$ cat src/rtl/dmem_arb_pkg.sv
// Shared types and width constants for the data-memory arbiter.
package dmem_arb_pkg;
  localparam int ADDR_W = 32;
  localparam int DATA_W = 32;

  typedef enum logic [1:0] {IDLE, WAIT, RESP} state_t;
  typedef enum logic {OWN_CPU = 1'b0, OWN_LDR = 1'b1} owner_t;
endpackage

$ cat src/rtl/dmem_arbiter_if.sv
// Bus bundle between the MEM stage, the loader/debug port and the data memory.
interface dmem_arbiter_if;
  import dmem_arb_pkg::*;

  logic              cpu_req;
  logic              cpu_we;
  logic [ADDR_W-1:0] cpu_addr;
  logic [DATA_W-1:0] cpu_wdata;
  logic              cpu_stall;
  logic [DATA_W-1:0] cpu_rdata;
  logic              cpu_rvalid;
  logic              ldr_req;
  logic              ldr_we;
  logic [ADDR_W-1:0] ldr_addr;
  logic [DATA_W-1:0] ldr_wdata;
  logic              ldr_gnt;
  logic [DATA_W-1:0] ldr_rdata;
  logic              ldr_rvalid;
  logic [ADDR_W-1:0] mem_address;
  logic [DATA_W-1:0] mem_write_data;
  logic              mem_read;
  logic              mem_write;
  logic [DATA_W-1:0] mem_data_out;

  // Requests are held until completion (cpu: cpu_stall low, ldr: ldr_gnt high);
  // read data arrives as a one-cycle rvalid pulse with rdata valid alongside it.
  modport slave (
    input  cpu_req, cpu_we, cpu_addr, cpu_wdata,
    output cpu_stall, cpu_rdata, cpu_rvalid,
    input  ldr_req, ldr_we, ldr_addr, ldr_wdata,
    output ldr_gnt, ldr_rdata, ldr_rvalid,
    output mem_address, mem_write_data, mem_read, mem_write,
    input  mem_data_out
  );

  modport master (
    output cpu_req, cpu_we, cpu_addr, cpu_wdata,
    input  cpu_stall, cpu_rdata, cpu_rvalid,
    output ldr_req, ldr_we, ldr_addr, ldr_wdata,
    input  ldr_gnt, ldr_rdata, ldr_rvalid,
    input  mem_address, mem_write_data, mem_read, mem_write,
    output mem_data_out
  );
endinterface

$ cat src/rtl/dmem_arb_fairness.sv
// Grant decision with a CPU burst limit so the loader cannot be starved.
module dmem_arb_fairness
  import dmem_arb_pkg::*;
#(
  parameter int MAX_CPU_BURST = 4
) (
  input  logic clk,
  input  logic reset,
  input  logic cpu_req,
  input  logic ldr_req,
  input  logic idle,
  output logic grant_cpu,
  output logic grant_ldr
);
  localparam int BCW = $clog2(MAX_CPU_BURST + 1);
  localparam logic [BCW-1:0] BMAX = BCW'(MAX_CPU_BURST);

  logic [BCW-1:0] burst_cnt;

  assign grant_ldr = idle & ldr_req & (~cpu_req | (burst_cnt == BMAX));
  assign grant_cpu = idle & cpu_req & ~grant_ldr;

  // Counts CPU grants only while the loader is waiting; saturates at the limit.
  always_ff @(posedge clk) begin
    if (reset) begin
      burst_cnt <= '0;
    end else if (!ldr_req || grant_ldr) begin
      burst_cnt <= '0;
    end else if (grant_cpu && burst_cnt != BMAX) begin
      burst_cnt <= burst_cnt + 1'b1;
    end
  end
endmodule

$ cat src/rtl/dmem_arbiter.sv
// Single-port data-memory arbiter: CPU MEM stage vs loader/debug port,
// with read-latency sequencing and pipeline stall generation.
module dmem_arbiter
  import dmem_arb_pkg::*;
#(
  parameter int MEM_LAT       = 1,
  parameter int MAX_CPU_BURST = 4
) (
  input  logic           clk,
  input  logic           reset,
  dmem_arbiter_if.slave  bus,
  output state_t         dbg_state
);
  localparam int WCW = $clog2(MEM_LAT + 1);
  localparam logic [WCW-1:0] WLAT = WCW'(MEM_LAT);
  localparam logic [WCW-1:0] WONE = WCW'(1);

  state_t            state;
  owner_t            owner;
  logic [WCW-1:0]    wait_cnt;
  logic [ADDR_W-1:0] addr_q;
  logic [DATA_W-1:0] wdata_q;
  logic [DATA_W-1:0] cpu_rdata_q;
  logic [DATA_W-1:0] ldr_rdata_q;
  logic              cpu_rvalid_q;
  logic              ldr_rvalid_q;

  logic              idle;
  logic              grant_cpu;
  logic              grant_ldr;
  logic              issue;
  logic              win_we;
  logic [ADDR_W-1:0] win_addr;
  logic [DATA_W-1:0] win_wdata;

  assign idle = (state == IDLE) && !reset;

  dmem_arb_fairness #(.MAX_CPU_BURST(MAX_CPU_BURST)) u_fairness (
    .clk       (clk),
    .reset     (reset),
    .cpu_req   (bus.cpu_req),
    .ldr_req   (bus.ldr_req),
    .idle      (idle),
    .grant_cpu (grant_cpu),
    .grant_ldr (grant_ldr)
  );

  assign issue     = grant_cpu | grant_ldr;
  assign win_we    = grant_ldr ? bus.ldr_we    : bus.cpu_we;
  assign win_addr  = grant_ldr ? bus.ldr_addr  : bus.cpu_addr;
  assign win_wdata = grant_ldr ? bus.ldr_wdata : bus.cpu_wdata;

  // Issue is combinational from the winner; otherwise the last issued values hold.
  assign bus.mem_address    = issue ? win_addr  : addr_q;
  assign bus.mem_write_data = issue ? win_wdata : wdata_q;
  assign bus.mem_write      = issue & win_we;
  assign bus.mem_read       = (issue & ~win_we) | (state == WAIT);
  assign bus.ldr_gnt        = grant_ldr;
  assign bus.cpu_stall      = bus.cpu_req & ~((grant_cpu & bus.cpu_we) | cpu_rvalid_q);

  assign bus.cpu_rdata  = cpu_rdata_q;
  assign bus.ldr_rdata  = ldr_rdata_q;
  assign bus.cpu_rvalid = cpu_rvalid_q;
  assign bus.ldr_rvalid = ldr_rvalid_q;
  assign dbg_state      = state;

  always_ff @(posedge clk) begin
    if (reset) begin
      state        <= IDLE;
      owner        <= OWN_CPU;
      wait_cnt     <= '0;
      addr_q       <= '0;
      wdata_q      <= '0;
      cpu_rdata_q  <= '0;
      ldr_rdata_q  <= '0;
      cpu_rvalid_q <= 1'b0;
      ldr_rvalid_q <= 1'b0;
    end else begin
      cpu_rvalid_q <= 1'b0;
      ldr_rvalid_q <= 1'b0;
      case (state)
        IDLE: begin
          if (issue) begin
            addr_q  <= win_addr;
            wdata_q <= win_wdata;
            if (!win_we) begin
              owner    <= grant_ldr ? OWN_LDR : OWN_CPU;
              wait_cnt <= WLAT;
              state    <= WAIT;
            end
          end
        end
        WAIT: begin
          if (wait_cnt == WONE) begin
            wait_cnt <= '0;
            state    <= RESP;
            if (owner == OWN_LDR) begin
              ldr_rdata_q  <= bus.mem_data_out;
              ldr_rvalid_q <= 1'b1;
            end else begin
              cpu_rdata_q  <= bus.mem_data_out;
              cpu_rvalid_q <= 1'b1;
            end
          end else begin
            wait_cnt <= wait_cnt - 1'b1;
          end
        end
        RESP:    state <= IDLE;
        default: state <= IDLE;
      endcase
    end
  end
endmodule

$ cat src/flat_wrapper.sv
// flat-port wrapper written by rule: the top's interface ports become plain ports
module dmem_arbiter_flat import dmem_arb_pkg::*;
#(
  parameter int MEM_LAT       = 1,
  parameter int MAX_CPU_BURST = 4
)
  (clk, reset, dbg_state, bus_cpu_req, bus_cpu_we, bus_cpu_addr, bus_cpu_wdata, bus_cpu_stall, bus_cpu_rdata, bus_cpu_rvalid, bus_ldr_req, bus_ldr_we, bus_ldr_addr, bus_ldr_wdata, bus_ldr_gnt, bus_ldr_rdata, bus_ldr_rvalid, bus_mem_address, bus_mem_write_data, bus_mem_read, bus_mem_write, bus_mem_data_out);
  dmem_arbiter_if bus_i ();
  input  logic clk;
  input  logic reset;
  output state_t dbg_state;
  input wire logic [$bits(bus_i.cpu_req)-1:0] bus_cpu_req;
  input wire logic [$bits(bus_i.cpu_we)-1:0] bus_cpu_we;
  input wire logic [$bits(bus_i.cpu_addr)-1:0] bus_cpu_addr;
  input wire logic [$bits(bus_i.cpu_wdata)-1:0] bus_cpu_wdata;
  output wire logic [$bits(bus_i.cpu_stall)-1:0] bus_cpu_stall;
  output wire logic [$bits(bus_i.cpu_rdata)-1:0] bus_cpu_rdata;
  output wire logic [$bits(bus_i.cpu_rvalid)-1:0] bus_cpu_rvalid;
  input wire logic [$bits(bus_i.ldr_req)-1:0] bus_ldr_req;
  input wire logic [$bits(bus_i.ldr_we)-1:0] bus_ldr_we;
  input wire logic [$bits(bus_i.ldr_addr)-1:0] bus_ldr_addr;
  input wire logic [$bits(bus_i.ldr_wdata)-1:0] bus_ldr_wdata;
  output wire logic [$bits(bus_i.ldr_gnt)-1:0] bus_ldr_gnt;
  output wire logic [$bits(bus_i.ldr_rdata)-1:0] bus_ldr_rdata;
  output wire logic [$bits(bus_i.ldr_rvalid)-1:0] bus_ldr_rvalid;
  output wire logic [$bits(bus_i.mem_address)-1:0] bus_mem_address;
  output wire logic [$bits(bus_i.mem_write_data)-1:0] bus_mem_write_data;
  output wire logic [$bits(bus_i.mem_read)-1:0] bus_mem_read;
  output wire logic [$bits(bus_i.mem_write)-1:0] bus_mem_write;
  input wire logic [$bits(bus_i.mem_data_out)-1:0] bus_mem_data_out;
  assign bus_i.cpu_req = bus_cpu_req;
  assign bus_i.cpu_we = bus_cpu_we;
  assign bus_i.cpu_addr = bus_cpu_addr;
  assign bus_i.cpu_wdata = bus_cpu_wdata;
  assign bus_cpu_stall = bus_i.cpu_stall;
  assign bus_cpu_rdata = bus_i.cpu_rdata;
  assign bus_cpu_rvalid = bus_i.cpu_rvalid;
  assign bus_i.ldr_req = bus_ldr_req;
  assign bus_i.ldr_we = bus_ldr_we;
  assign bus_i.ldr_addr = bus_ldr_addr;
  assign bus_i.ldr_wdata = bus_ldr_wdata;
  assign bus_ldr_gnt = bus_i.ldr_gnt;
  assign bus_ldr_rdata = bus_i.ldr_rdata;
  assign bus_ldr_rvalid = bus_i.ldr_rvalid;
  assign bus_mem_address = bus_i.mem_address;
  assign bus_mem_write_data = bus_i.mem_write_data;
  assign bus_mem_read = bus_i.mem_read;
  assign bus_mem_write = bus_i.mem_write;
  assign bus_i.mem_data_out = bus_mem_data_out;
  dmem_arbiter #(.MEM_LAT(MEM_LAT), .MAX_CPU_BURST(MAX_CPU_BURST)) u_core (.clk(clk), .reset(reset), .bus(bus_i), .dbg_state(dbg_state));
endmodule
$ cat config.mk
export PLATFORM = sky130hd
export DESIGN_NAME = dmem_arbiter_flat
export DESIGN_NICKNAME = d
export VERILOG_FILES = /design/src/rtl/dmem_arb_pkg.sv /design/src/rtl/dmem_arbiter_if.sv /design/src/rtl/dmem_arb_fairness.sv /design/src/rtl/dmem_arbiter.sv /design/src/flat_wrapper.sv
export SDC_FILE = /design/constraint.sdc
export NUM_CORES = 1
export LEC_CHECK = 0
export CAP_MARGIN = 10
export CORE_MARGIN = 5
export CORE_UTILIZATION = 35
export CTS_CLUSTER_SIZE = 30
export DETAILED_ROUTE_END_ITERATION = 16
export PLACE_DENSITY = 0.73
export SETUP_SLACK_MARGIN = 0.4
export SLEW_MARGIN = 5
export SYNTH_ARGS = -nofsm -noshare
export SYNTH_HDL_FRONTEND = slang
export SYNTH_SLANG_ARGS = --single-unit
$ cat constraint.sdc
create_clock -name clk -period 2.3 [get_ports clk]
set_input_delay 0.46 -clock clk [delete_from_list [all_inputs] [get_ports clk]]
set_output_delay 0.46 -clock clk [all_outputs]
set_load 0.005 [all_outputs]
-- After elaboration in Yosys (flattened, before gate mapping)
Index checks and enable logic that the tools add are counted.
- reduce and logical (&&, ||, !) cells: 14
- mux-type cells: 16
- eq/ne operators: 6
- $add $sub $neg: 2
- bitwise gates (word level): 19
- operator list (operator ; count):
    $mux W32 ; 4
    $reduce_and A3 Y1 ; 5
    $and A1 B1 Y1 ; 8
    $mux W1 ; 7
    $not A1 Y1 ; 7
    $mux W2 ; 3
    $ne A2 B1 Y1 const B ; 2
    $or A1 B1 Y1 ; 4
    $pmux W2 S2 ; 1
    $add A3 B1 Y3 const B ; 1
    $eq A3 B3 Y1 const B ; 1
    $ne A3 B3 Y1 const B ; 1
    $reduce_or A3 Y1 ; 1
    $eq A2 B1 Y1 const B ; 1
    $logic_and A1 B1 Y1 ; 2
    $logic_not A1 Y1 ; 2
    $logic_not A2 Y1 ; 1
    $ne A2 B2 Y1 const B ; 1
    $pmux W1 S2 ; 1
    $reduce_bool A2 Y1 ; 1
    $reduce_or A2 Y1 ; 1
    $logic_or A1 B1 Y1 ; 1
    $sub A1 B1 Y1 const B ; 1
- flip-flop bits (word level): 137

-- Depth between registers and ports, before layout
- depth in word-level cells: 10
- gate-level depth with buffers: 7

-- Cells and area by module
A second synthesis with hierarchy kept.
- cell total of the unflattened synthesis: 840
- area total of the unflattened synthesis: 7010.5 um^2
- modules (own cells, without submodules) (module ; cells an instance ; seq. area each (um^2) ; instances ; area each (um^2)):
    dmem_arbiter ; 815 ; 2682.6 ; 1 ; 6809.0
    dmem_arb_fairness ; 25 ; 60.1 ; 1 ; 201.4

-- Least setup slack after synthesis
OpenSTA, ideal clock, no wires.
- kind: reg-to-output
- from: register u_core.u_fairness.burst_cnt[0]
- to: output bus_mem_write_data[23]
- setup slack: 0.186 ns
- data required time: 1.840 ns
- arrival: 1.654 ns
- buffers on the path: 2
- cell stages (with the launch flop): 8
- cells stage by stage: dfxtp_1 > inv_1 > ha_1 > a21bo_2 > nand2_1 > buf_2 > buf_2 > mux2i_1
- longest elaborated chain between the ends: 7
- RTL lines (item ; RTL line ; source):
    from (decl) ; dmem_arb_fairness.sv:18 ; logic [BCW-1:0] burst_cnt;
    from (signal assigned) ; dmem_arb_fairness.sv:30 ; burst_cnt <= burst_cnt + 1'b1;
    $eq A3 B3 Y1 (*) ; dmem_arb_fairness.sv:20 ; assign grant_ldr = idle & ldr_req & (~cpu_req | (burst_cnt == BMAX));
    $or A1 B1 Y1 (*) ; dmem_arb_fairness.sv:20 ;
    $and A1 B1 Y1 (*) ; dmem_arb_fairness.sv:20 ;
    $not A1 Y1 ; dmem_arb_fairness.sv:21 ; assign grant_cpu = idle & cpu_req & ~grant_ldr;
    $and A1 B1 Y1 ; dmem_arb_fairness.sv:21 ;
    $or A1 B1 Y1 ; dmem_arbiter.sv:48 ; assign issue = grant_cpu | grant_ldr;
    $mux W32 (*) ; - ;
    to (decl) ; flat_wrapper.sv:27 ; output wire logic [$bits(bus_i.mem_write_data)-1:0] bus_mem_write_data;
Mark *: on every way between the ends. The rest lies on a longest branch, timed or not.

-- Worst setup path after layout
- from: register u_core.state[0] (netlist: u_core.dbg_state[0])
- to: output bus_mem_write_data[3]
- longest elaborated chain between the ends: 8
- RTL lines (item ; RTL line ; source):
    from (decl) ; dmem_arbiter.sv:18 ; state_t state;
    from (signal assigned) ; dmem_arbiter.sv:69 ; state <= IDLE;
    from (signal assigned) ; dmem_arbiter.sv:89 ; state <= WAIT;
    from (signal assigned) ; dmem_arbiter.sv:96 ; state <= RESP;
    $logic_not A2 Y1 (*) ; dmem_arbiter.sv:36 ; assign idle = (state == IDLE) && !reset;
    $logic_and A1 B1 Y1 (*) ; dmem_arbiter.sv:36 ;
    $and A1 B1 Y1 (2 in series) ; dmem_arb_fairness.sv:20 ;
    $not A1 Y1 ; dmem_arb_fairness.sv:21 ;
    $and A1 B1 Y1 ; dmem_arb_fairness.sv:21 ;
    $or A1 B1 Y1 ; dmem_arbiter.sv:48 ;
    $mux W32 (*) ; - ;
Marked as above.

==> results.md <==
* Status: finished with violations
* Failing checks: negative setup slack
* Antenna violations before repair at 0
* Synth warnings at 0
* Synth unique cells at 36
* Tmin final at 2617 ps
* Placed Area at 10550 um^2
* First-pass GRT wire length at 43700 um
* Most frequent cell after synthesis: nand2_1
* Worst path buffer plus inverter count at 4
* CP Max Fanout at 5
* Hpwl dp at 16630 um
* Setup TNS at -15460 ps
* Hold Fails Final Rpt at 0
* Slew Limit Fails at 0
* Hold crit path type: register to register
* Worst setup EP type: output pin
* Synth Area per Inst at between 8 and 9 um^2
* Die width at ~150 um
* Initial drt markers at 530
* Largest net degree at the start of global routing at 67
* Vias at 8459
* Post-synth top cells: 195 x nand2_1, 137 x dfxtp_1, 128 x mux2i_1
* Max transition margin at ~54%
* Critical Path AT at roughly 2200 ps
* Filler cells at approximately 1.0k
* Crit start category: register
* Post-layout worst setup margin at -316.8 ps
* Root buffer cell: clkbuf_16
* Final setup viols at between 60 and 70
* Place WS at -771.3 ps
* Synth area leader: dfxtp_1
* Synth Flop Type: dfxtp_1
* Die ar. at 21420 um^2
* WHS Path Cells at 2
* Starting Density at about 36%
* Gp weighted congestion at 0.8054
* Vias/cell at around 5.5
* Antenna Nets Post-Route at 0
* Number of synthesized flops with an enable pin at 0
* Clock skew at 8.053 ps
* Post-route cell area at 14020 um^2
* RSZ-0062 raised after global routing: true
* Final Cycle Share at 113.8%
* Synthesis-stage register bit count at 137
* Area Overhead vs Synth at 115.4%
* Drt pass-1 iters at 5
* Clk Latency, worst-skew pair at 420 ps
* CP cell instances: nor4b_4 -> buf_6 -> buf_12 -> buf_12 -> mux2i_4 -> mux2i_1 -> buf_2
* Launching point of the worst reg2reg path: u_core.dbg_state[0]
* Worst slew pin tran at 683.0 ps
* CTS max path bufs at 2
* Hold slack final at 452.0 ps
* Reg-to-reg slack, setup at 0 ps
* P_leak at 5.994 nW
* Maximum vdd ir drop at 0.7560 mV
* Hold endpoint: u_core.bus.ldr_rdata[9]
* Asr flop ratio synth at 0%
* Fmax achieved at ~0.38 GHz
* Post-DR wirelength/cell at 22.86 um
* R2r worst-path depth at 13
* Share of cells above drive strength 1 at 38.16%
* Die height at roughly 150 um
* CTS tree: built
* WL final at between 30000 and 40000 um
* N_diodes at 0
* Cell family with most CP delay: buffers and inverters
* Post-Syn Nets at between 900 and 1k
* Post-synthesis sequential area ratio at 42.15%
* Final #Nets at 1468
* CTS H-tree lvls at 4
* Worst path slowest cell: dfxtp_4
* PortBufs at approximately 300
* Area contributors post-synth: dfxtp_1 42%, mux2i_1 20%, nand2_1 11%, o221ai_1 8.6%, a21oi_1 5.3%
* CTS Sinks at 137
* Fin cells at 1542
* Number of global-route vias before repair at 8239
* Gr usage total at 25.03%
* Congestion Overflow GR at 0
* Num ports at around 300
* Num CTS Buffers at 17
* Post-synthesis cell area at 6507 um^2
* Hold_sp: u_core.bus.ldr_rdata[9]
* Overall power at 8.620 mW
* Drt drc at 0
* Syn Inst Count at between 700 and 800
* Maxcap violations at 0
* Final Util at around 77%
* Critical R2R Capture: u_core.wdata_q[12]
* Core footprint at 18150 um^2
* CP most frequent cell: buf_12
* Yosys top cell area share at 42.15%
* Cell area power density at 614.9 nW/um^2
* WP data required at about 1800 ps
* Crit Path Class: register to output pin
* CP peak stage delay at 380 ps
* Site row count at 49
* Placed cells at 1344
* Reg clk slew, reported paths at around 60 ps
==> cells by family after synthesis <==
logic type / Yosys count / synth area share [%]
fa+ha+maj: 2 / 0.3845
simple gates: 218 / 13.84
mux: 128 / 19.69
buf+inv: 132 / 8.114
flops: 137 / 42.15
xor+xnor: 1 / 0.1346
compound gates: 148 / 15.69
==> state kept, by name (all words and copies together), names as in the netlist <==
| signal | cells |
|---|---|
| u_core.bus.cpu_rdata | 32 |
| u_core.u_fairness.burst_cnt | 3 |
| u_core.dbg_state | 2 |
| u_core.owner | 1 |
| u_core.addr_q | 32 |
| u_core.wdata_q | 32 |
| u_core.bus.ldr_rvalid | 1 |
| u_core.bus.ldr_rdata | 32 |
| u_core.bus.cpu_rvalid | 1 |
| u_core.wait_cnt | 1 |
==> worst max path at each step <==
stage                              startpoint                      to  slack [ps]  cells after the start
final                     u_core.dbg_state[0]   bus_mem_write_data[3]        -320                      7
after global routing      u_core.dbg_state[0]   bus_mem_write_data[3]        -380                      7
after CTS                 u_core.dbg_state[1]     bus_mem_address[15]        -240                      8
after detailed placement          bus_cpu_req   bus_mem_write_data[9]        -770                      7
after global placement            bus_cpu_req  bus_mem_write_data[22]        -720                      7
after floorplan                         reset     bus_mem_address[10]         370                      5
==> cells in the final DEF, fill, tap and decap left out, types with 3 or more instances in the layout <==
cell	instances
clkdlybuf4s50_1	228
nand2_1	194
dfxtp_1	133
buf_6	119
buf_4	117
inv_1	69
buf_2	68
a21oi_1	67
mux2i_4	59
mux2i_1	58
o221ai_2	31
o221ai_1	31
buf_12	23
clkbuf_16	17
mux2i_2	11
buf_16	6
buf_8	5
nand3_1	4
o21ai_0	4
inv_6	4
bufbuf_16	4
nand2_8	3
nor2_1	3
clkinv_4	3
bufinv_16	3
==> report_power, final <==
group          switching, mW  leakage [nW]  internal [mW]
sequential             0.169          1.12           2.53
clock                   1.18         0.306           1.77
combinational           1.19          4.57           1.78
total                   2.55          5.99           6.07
==> cell type report <==
cell class,instances,area (um^2),area share [%]
clock buffer,18,439.2,3.133
clock inverter,14,186.4,1.330
inverter,72,272.8,1.946
multi-input combinational,499,4383,31.26
sequential,137,2753,19.63
tap,229,286.5,2.044
timing repair buffer,573,5699,40.65
==> worst register-to-register path, delay by kind of cell, from the launching register on <==
kind,cells,cell delay [ps]
AO/OA/AOI/OAI,1,90
buffers and inverters,10,1160
multiplexers,1,290
AND/OR/NAND/NOR,1,280
flip-flops,1,380
==> metal layers <==
layer | GRT usage, % | vias up | wire, um
li1 | - | 3727 | -
met1 | 28.14 | 4014 | 12150
met2 | 42.83 | 544 | 17310
met3 | 9.049 | 174 | 3705
met4 | 10.72 | 0 | 2089
met5 | 0 | - | 0
==> what timing repair did <==
item | in CTS | in global routing
gates cloned | 12 | 0
setup buffers | 105 | 49
endpoints found under the setup margin | 136 | 131
hold buffers | 0 | 0
pin swaps | 13 | 9
resized for setup | 428 | 194
No activity file was read; power rests on OpenSTA's default activity.
